===== src/rtl/debounce_pkg.sv =====
// Shared types and constants for the key debouncer slice.
package debounce_pkg;

  // Per-bit debounce state: settled on the accepted level, or counting a change.
  typedef enum logic {
    STABLE  = 1'b0,
    PENDING = 1'b1
  } deb_state_e;

  // Default acceptance window in clock cycles.
  localparam int unsigned DEFAULT_STABLE_CYCLES = 1_000_000;

  // Legal window bounds; the lower bound keeps the counter at least one bit wide.
  localparam int unsigned MIN_STABLE_CYCLES = 2;
  localparam int unsigned MAX_STABLE_CYCLES = 1 << 24;

endpackage


===== src/rtl/debounce_bit.sv =====
// Single-bit debouncer: FSM, run counter and registered level/rise/fall.
module debounce_bit
  import debounce_pkg::*;
#(
  parameter int unsigned stable_cycles = DEFAULT_STABLE_CYCLES
) (
  input  logic clk_i,
  input  logic rst_i,
  input  logic in_i,
  output logic level_o,
  output logic rise_o,
  output logic fall_o
);

  localparam int unsigned       CNT_W    = $clog2(stable_cycles);
  localparam logic [CNT_W-1:0]  CNT_LAST = CNT_W'(stable_cycles - 1);

  deb_state_e       state_q, state_d;
  logic [CNT_W-1:0] cnt_q, cnt_d;
  logic             level_q, level_d;
  logic             rise_q, rise_d;
  logic             fall_q, fall_d;
  logic             differs;

  assign differs = (in_i != level_q);

  // State register plus registered counter and outputs; reset discards any pending count.
  always_ff @(posedge clk_i) begin
    if (rst_i) begin
      state_q <= STABLE;
      cnt_q   <= '0;
      level_q <= 1'b0;
      rise_q  <= 1'b0;
      fall_q  <= 1'b0;
    end else begin
      state_q <= state_d;
      cnt_q   <= cnt_d;
      level_q <= level_d;
      rise_q  <= rise_d;
      fall_q  <= fall_d;
    end
  end

  // Next-state: leave STABLE on the first differing sample, return on bounce-back or acceptance.
  always_comb begin
    state_d = state_q;
    unique case (state_q)
      STABLE:  if (differs) state_d = PENDING;
      PENDING: begin
        if (!differs)               state_d = STABLE;
        else if (cnt_q == CNT_LAST) state_d = STABLE;
      end
      default: state_d = STABLE;
    endcase
  end

  // Counter and output update: count differing samples, accept on the stable_cycles-th one.
  always_comb begin
    cnt_d   = '0;
    level_d = level_q;
    rise_d  = 1'b0;
    fall_d  = 1'b0;
    unique case (state_q)
      STABLE: begin
        if (differs) cnt_d = CNT_W'(1);
      end
      PENDING: begin
        if (differs) begin
          if (cnt_q == CNT_LAST) begin
            level_d = in_i;
            rise_d  = in_i;
            fall_d  = ~in_i;
          end else begin
            cnt_d = cnt_q + 1'b1;
          end
        end
      end
      default: cnt_d = '0;
    endcase
  end

  assign level_o = level_q;
  assign rise_o  = rise_q;
  assign fall_o  = fall_q;

endmodule


===== src/rtl/key_debouncer.sv =====
// Multi-bit key debouncer: parameter checks and one debounce_bit per input bit.
module key_debouncer
  import debounce_pkg::*;
#(
  parameter int unsigned width         = 1,
  parameter int unsigned stable_cycles = DEFAULT_STABLE_CYCLES
) (
  input  logic             clock,
  input  logic             reset,
  input  logic [width-1:0] in,
  output logic [width-1:0] level,
  output logic [width-1:0] rise,
  output logic [width-1:0] fall
);

  // Reject illegal windows at elaboration.
  if (stable_cycles < MIN_STABLE_CYCLES) begin : g_sc_too_small
    $error("key_debouncer: stable_cycles must be >= 2");
  end
  if (stable_cycles > MAX_STABLE_CYCLES) begin : g_sc_too_large
    $error("key_debouncer: stable_cycles must be <= 2**24");
  end
  if (width < 1) begin : g_width_zero
    $error("key_debouncer: width must be >= 1");
  end

  // One independent debouncer per bit.
  for (genvar g = 0; g < width; g++) begin : g_bit
    debounce_bit #(
      .stable_cycles(stable_cycles)
    ) u_bit (
      .clk_i  (clock),
      .rst_i  (reset),
      .in_i   (in[g]),
      .level_o(level[g]),
      .rise_o (rise[g]),
      .fall_o (fall[g])
    );
  end

endmodule


===== config.mk =====
export PLATFORM = sky130hd
export DESIGN_NAME = key_debouncer
export DESIGN_NICKNAME = d
export VERILOG_FILES = /design/src/rtl/debounce_pkg.sv /design/src/rtl/debounce_bit.sv /design/src/rtl/key_debouncer.sv
export SDC_FILE = /design/constraint.sdc
export NUM_CORES = 1
export LEC_CHECK = 0
export BUFFER_PORTS_ARGS = -buffer_cell sky130_fd_sc_hd__clkbuf_2
export CAP_MARGIN = 15
export CORE_MARGIN = 1.5
export CORE_UTILIZATION = 50
export CTS_BUF_LIST = sky130_fd_sc_hd__clkbuf_8
export DETAILED_ROUTE_END_ITERATION = 10
export HOLD_SLACK_MARGIN = 0.1
export PLACE_DENSITY_LB_ADDON = 0.3
export SYNTH_ARGS = -nofsm -noshare
export SYNTH_HDL_FRONTEND = slang
export SYNTH_SLANG_ARGS = --single-unit

===== constraint.sdc =====
create_clock -name clock -period 2 [get_ports clock]
set_input_delay 0.4 -clock clock [delete_from_list [all_inputs] [get_ports clock]]
set_output_delay 0.4 -clock clock [all_outputs]
set_load 0.02 [all_outputs]

==> results list <==
- The number of global-route vias before repair came to 772.
- Dividing the final minimum period by the clock period gives 0.880.
* Total of cells resized after clock tree synthesis: 0
* Cell area power density: 738 mW/mm²
- Post-synth design cell area: roughly 0.0011 mm²
* Data arrival time at the worst-slack endpoint: around 1.9 ns
* Cell at the slowest stage of the critical path: sky130_fd_sc_hd__dfxtp_1
- The signal on the critical path passes through ha_1, and3_1, nand3_1, o21ai_4, buf_4, a21oi_1.
* Critical path's largest stage delay: 0.40 ns
- Run status: finished, final reports clean
- STA puts the critical path data required time at 2.16 ns.
- The average instance in the mapped netlist occupies 9.49 µm².
- DIE WIDTH: between 50 and 60 µm
* Clock latency on the worst-skew pair: 0.27 ns
* Maximum fanout count along the critical path: 9
- Counting I/O delays and the setup requirement, the final critical path takes 1.76 ns.
* Leakage: approximately 0.43 nW
- Worst setup EP type: register
* Clock-pin slew reported for the worst setup and hold paths after clock tree synthesis: 0.08 ns
- CTS H-tree depth: 1
- Count of hold buffers inserted by post-cts repair: 0
* Area leader, netlist: sky130_fd_sc_hd__dfxtp_1
* Antenna-violating nets left: 0
- The number of hold violations in the final report was 0.
- Worst Path Class, Setup: reg2reg
* Floorplan die area: roughly 0.0025 mm²
* Crit path launch type: register
- Half-perimeter wire length after placement: around 1400 µm
- Main flop type after synthesis: sky130_fd_sc_hd__dfxtp_1
- 0 antenna diodes ended up in the layout.
- Setup repair after global routing missed its margin: no
* Clock sink total: 24
- After global routing the overflow that remains totals 0.
* Core occupancy in the finished layout: 0.612
- Via count: between 800 and 900
- Counting both buffers and inverters, the worst setup path holds a total of 1.
- The worst-case IR drop observed on VDD is about 0.6 mV.
- Number of distinct library cell variants in the gate-level netlist after synthesis: 30
- By area the synthesized netlist is led by sky130_fd_sc_hd__dfxtp_1 43%, sky130_fd_sc_hd__xnor2_1 12%, sky130_fd_sc_hd__nor2_1 7.0%.
- The routed design has roughly 1900 µm of wire.
* Normalized max-slew margin: 0.748
- Final Power: 921 µW
- Cell with the most instances after synthesis: sky130_fd_sc_hd__dfxtp_1
* Post-synth top cells: 24 x sky130_fd_sc_hd__dfxtp_1, 21 x sky130_fd_sc_hd__nor2_1, 15 x sky130_fd_sc_hd__xnor2_1
- The max-slew violation count came to 0.
- Maximum clock skew at final layout: 0.00820 ns
* Ys async rst share: 0
- Number of max-cap violations: 0
- Standard cell core area: around 0.0020 mm²
* CTS Buffer Depth: 2
* Site row count: 16
* TritonCTS clock tree: done
- Yosys printed 0 warnings.
- Synth top area share: 0.429
* Wire length per cell after detailed routing: ~13 µm
- Largest net degree at the start of global routing: 15
- DRC Markers: 0
- The filler cells instantiated in the layout total ~190.
- The finished cells cover approximately 0.0012 mm².
- Dividing the detail-routed via count by the number of cells gives about 5.4.
- Classification of the worst-slack hold path: in2reg
* Peak clock frequency supported by timing: about 570 MHz
- Starting utilization of the core area: 0.548
- In the final design database the tool counted between 100 and 150 nets.
- The tightest hold path in the finished design has a slack of between 0.3 and 0.4 ns.
- Multi-input gate area in the final layout: between 600 and 700 µm²
* Post-Place Cell Area: about 0.0012 mm²
- First-pass GRT wire length: 3430 µm
- Die Y: around 50 µm
- For this block, the initial DRC count from the detailed router was 14.
* Number of enable flip-flop cells after synthesis: 0
* Top-level I/O count: 6
* Number of setup buffers added after CTS: 0
- Count of TritonRoute iterations in the first routing pass: 4
- In this run, CTS created clock tree buffers numbering 3.
- Synthesis produced a netlist whose cell count is roughly 120.
- Gpl congestion: about 0.74
* Initial antenna violation count: 0
- The share of the Yosys chip area taken by registers is 0.429.
- Relative to the synthesized area, the layout overhead comes to 11.5%.
* Total global routing track utilization: 0.179
- Setup violations remaining at the end of the flow were counted as 0.
* Mapped Nets: between 100 and 150
* Root Buffer: sky130_fd_sc_hd__clkbuf_8
* Number of buffers inserted by port buffering: 5
- Total area of sequential cells: between 400 and 500 µm²
* Kind of cell with the highest combined delay on the critical path: simple AND/OR/NAND/NOR gates
- Adding up every negative setup slack in the final design gives 0 ns.
* Number of flip-flops and latches in the synthesized netlist: 24
- In the final layout, the share of cells above drive strength 1 is 0.173.
- For the pin with the worst max-slew slack, the measured transition is approximately 0.38 ns.
## placed cells by master, fill, tap and decap left out, types with 3 or more instances in the layout
cell / count
sky130_fd_sc_hd__nand4_1: 4
sky130_fd_sc_hd__nor2_1: 21
sky130_fd_sc_hd__nor4_1: 3
sky130_fd_sc_hd__nor3_1: 6
sky130_fd_sc_hd__clkbuf_2: 5
sky130_fd_sc_hd__xnor2_1: 15
sky130_fd_sc_hd__inv_1: 6
sky130_fd_sc_hd__clkbuf_8: 3
sky130_fd_sc_hd__nand3_1: 6
sky130_fd_sc_hd__dfxtp_1: 24
sky130_fd_sc_hd__and3_1: 6
## cell families after synthesis
logic type / Yosys count / share of synthesized area
simple gates: 60 / 0.335
flops: 24 / 0.429
xor+xnor: 16 / 0.125
fa+ha+maj: 1 / 0.0112
compound gates: 9 / 0.0648
buf+inv: 8 / 0.0346
## state kept, by name, indices dropped and copies added, names as in the netlist
register and flops:
g_bit.u_bit.cnt_q 20, g_bit.u_bit.fall_o 1, g_bit.u_bit.level_o 1, g_bit.u_bit.rise_o 1, g_bit.u_bit.state_q 1
## stage by stage
step | setup WS [ns] | cells
6_report | 0.240 | 154
5_1_grt | 0.0860 | 154
4_1_cts | 0.233 | 154
3_5_place_dp | 0.266 | 150
3_3_place_gp | 0.330 | 150
2_1_floorplan | 0.435 | 118
## area by class of cell
cell class              instances  share of cell area
clock buffers                   3              0.0331
clock inverters                 1              0.0240
inverters                       6              0.0180
multi-input cells              86               0.481
flip-flops and latches         24               0.385
well taps                      27              0.0271
repair buffers                  7              0.0321
## worst paths after layout
kind	start	endpoint	cells past startpoint	slack, ns
min	reset	g_bit[0].u_bit.level_o$_SDFFE_PP0P_	2	0.38
max reg2reg	g_bit[0].u_bit.cnt_q[0]$_SDFF_PP0_	g_bit[0].u_bit.cnt_q[18]$_SDFF_PP0_	6	0.24
min reg2reg	g_bit[0].u_bit.cnt_q[0]$_SDFF_PP0_	g_bit[0].u_bit.cnt_q[0]$_SDFF_PP0_	1	0.51
max	g_bit[0].u_bit.cnt_q[0]$_SDFF_PP0_	g_bit[0].u_bit.cnt_q[18]$_SDFF_PP0_	6	0.24
## worst reg2reg max path, cell delays in order, from the launching register on
cell and delay (ns):
sky130_fd_sc_hd__dfxtp_1 0.40, sky130_fd_sc_hd__ha_1 0.22, sky130_fd_sc_hd__and3_1 0.23, sky130_fd_sc_hd__nand3_1 0.24
sky130_fd_sc_hd__o21ai_4 0.33, sky130_fd_sc_hd__buf_4 0.20, sky130_fd_sc_hd__a21oi_1 0.04
## power by group
part,leakage (nW),total [mW],internal [mW],switching (mW)
Sequential,0.194,0.485,0.481,0.00402
Clock,0.0357,0.417,0.268,0.150
Combinational,0.199,0.0187,0.00838,0.0103
## per-layer routing
| metal | GRT usage | vias to the layer above | part of all wire |
|---|---|---|---|
| li1 | - | 434 | - |
| met1 | 0.234 | 383 | 0.50 |
| met2 | 0.279 | 11 | 0.46 |
| met3 | 0.0625 | 2 | 0.036 |
| met4 | 0.0541 | 0 | 0.0057 |
| met5 | 0 | - | 0 |
Power figures use the tool's default switching activity.
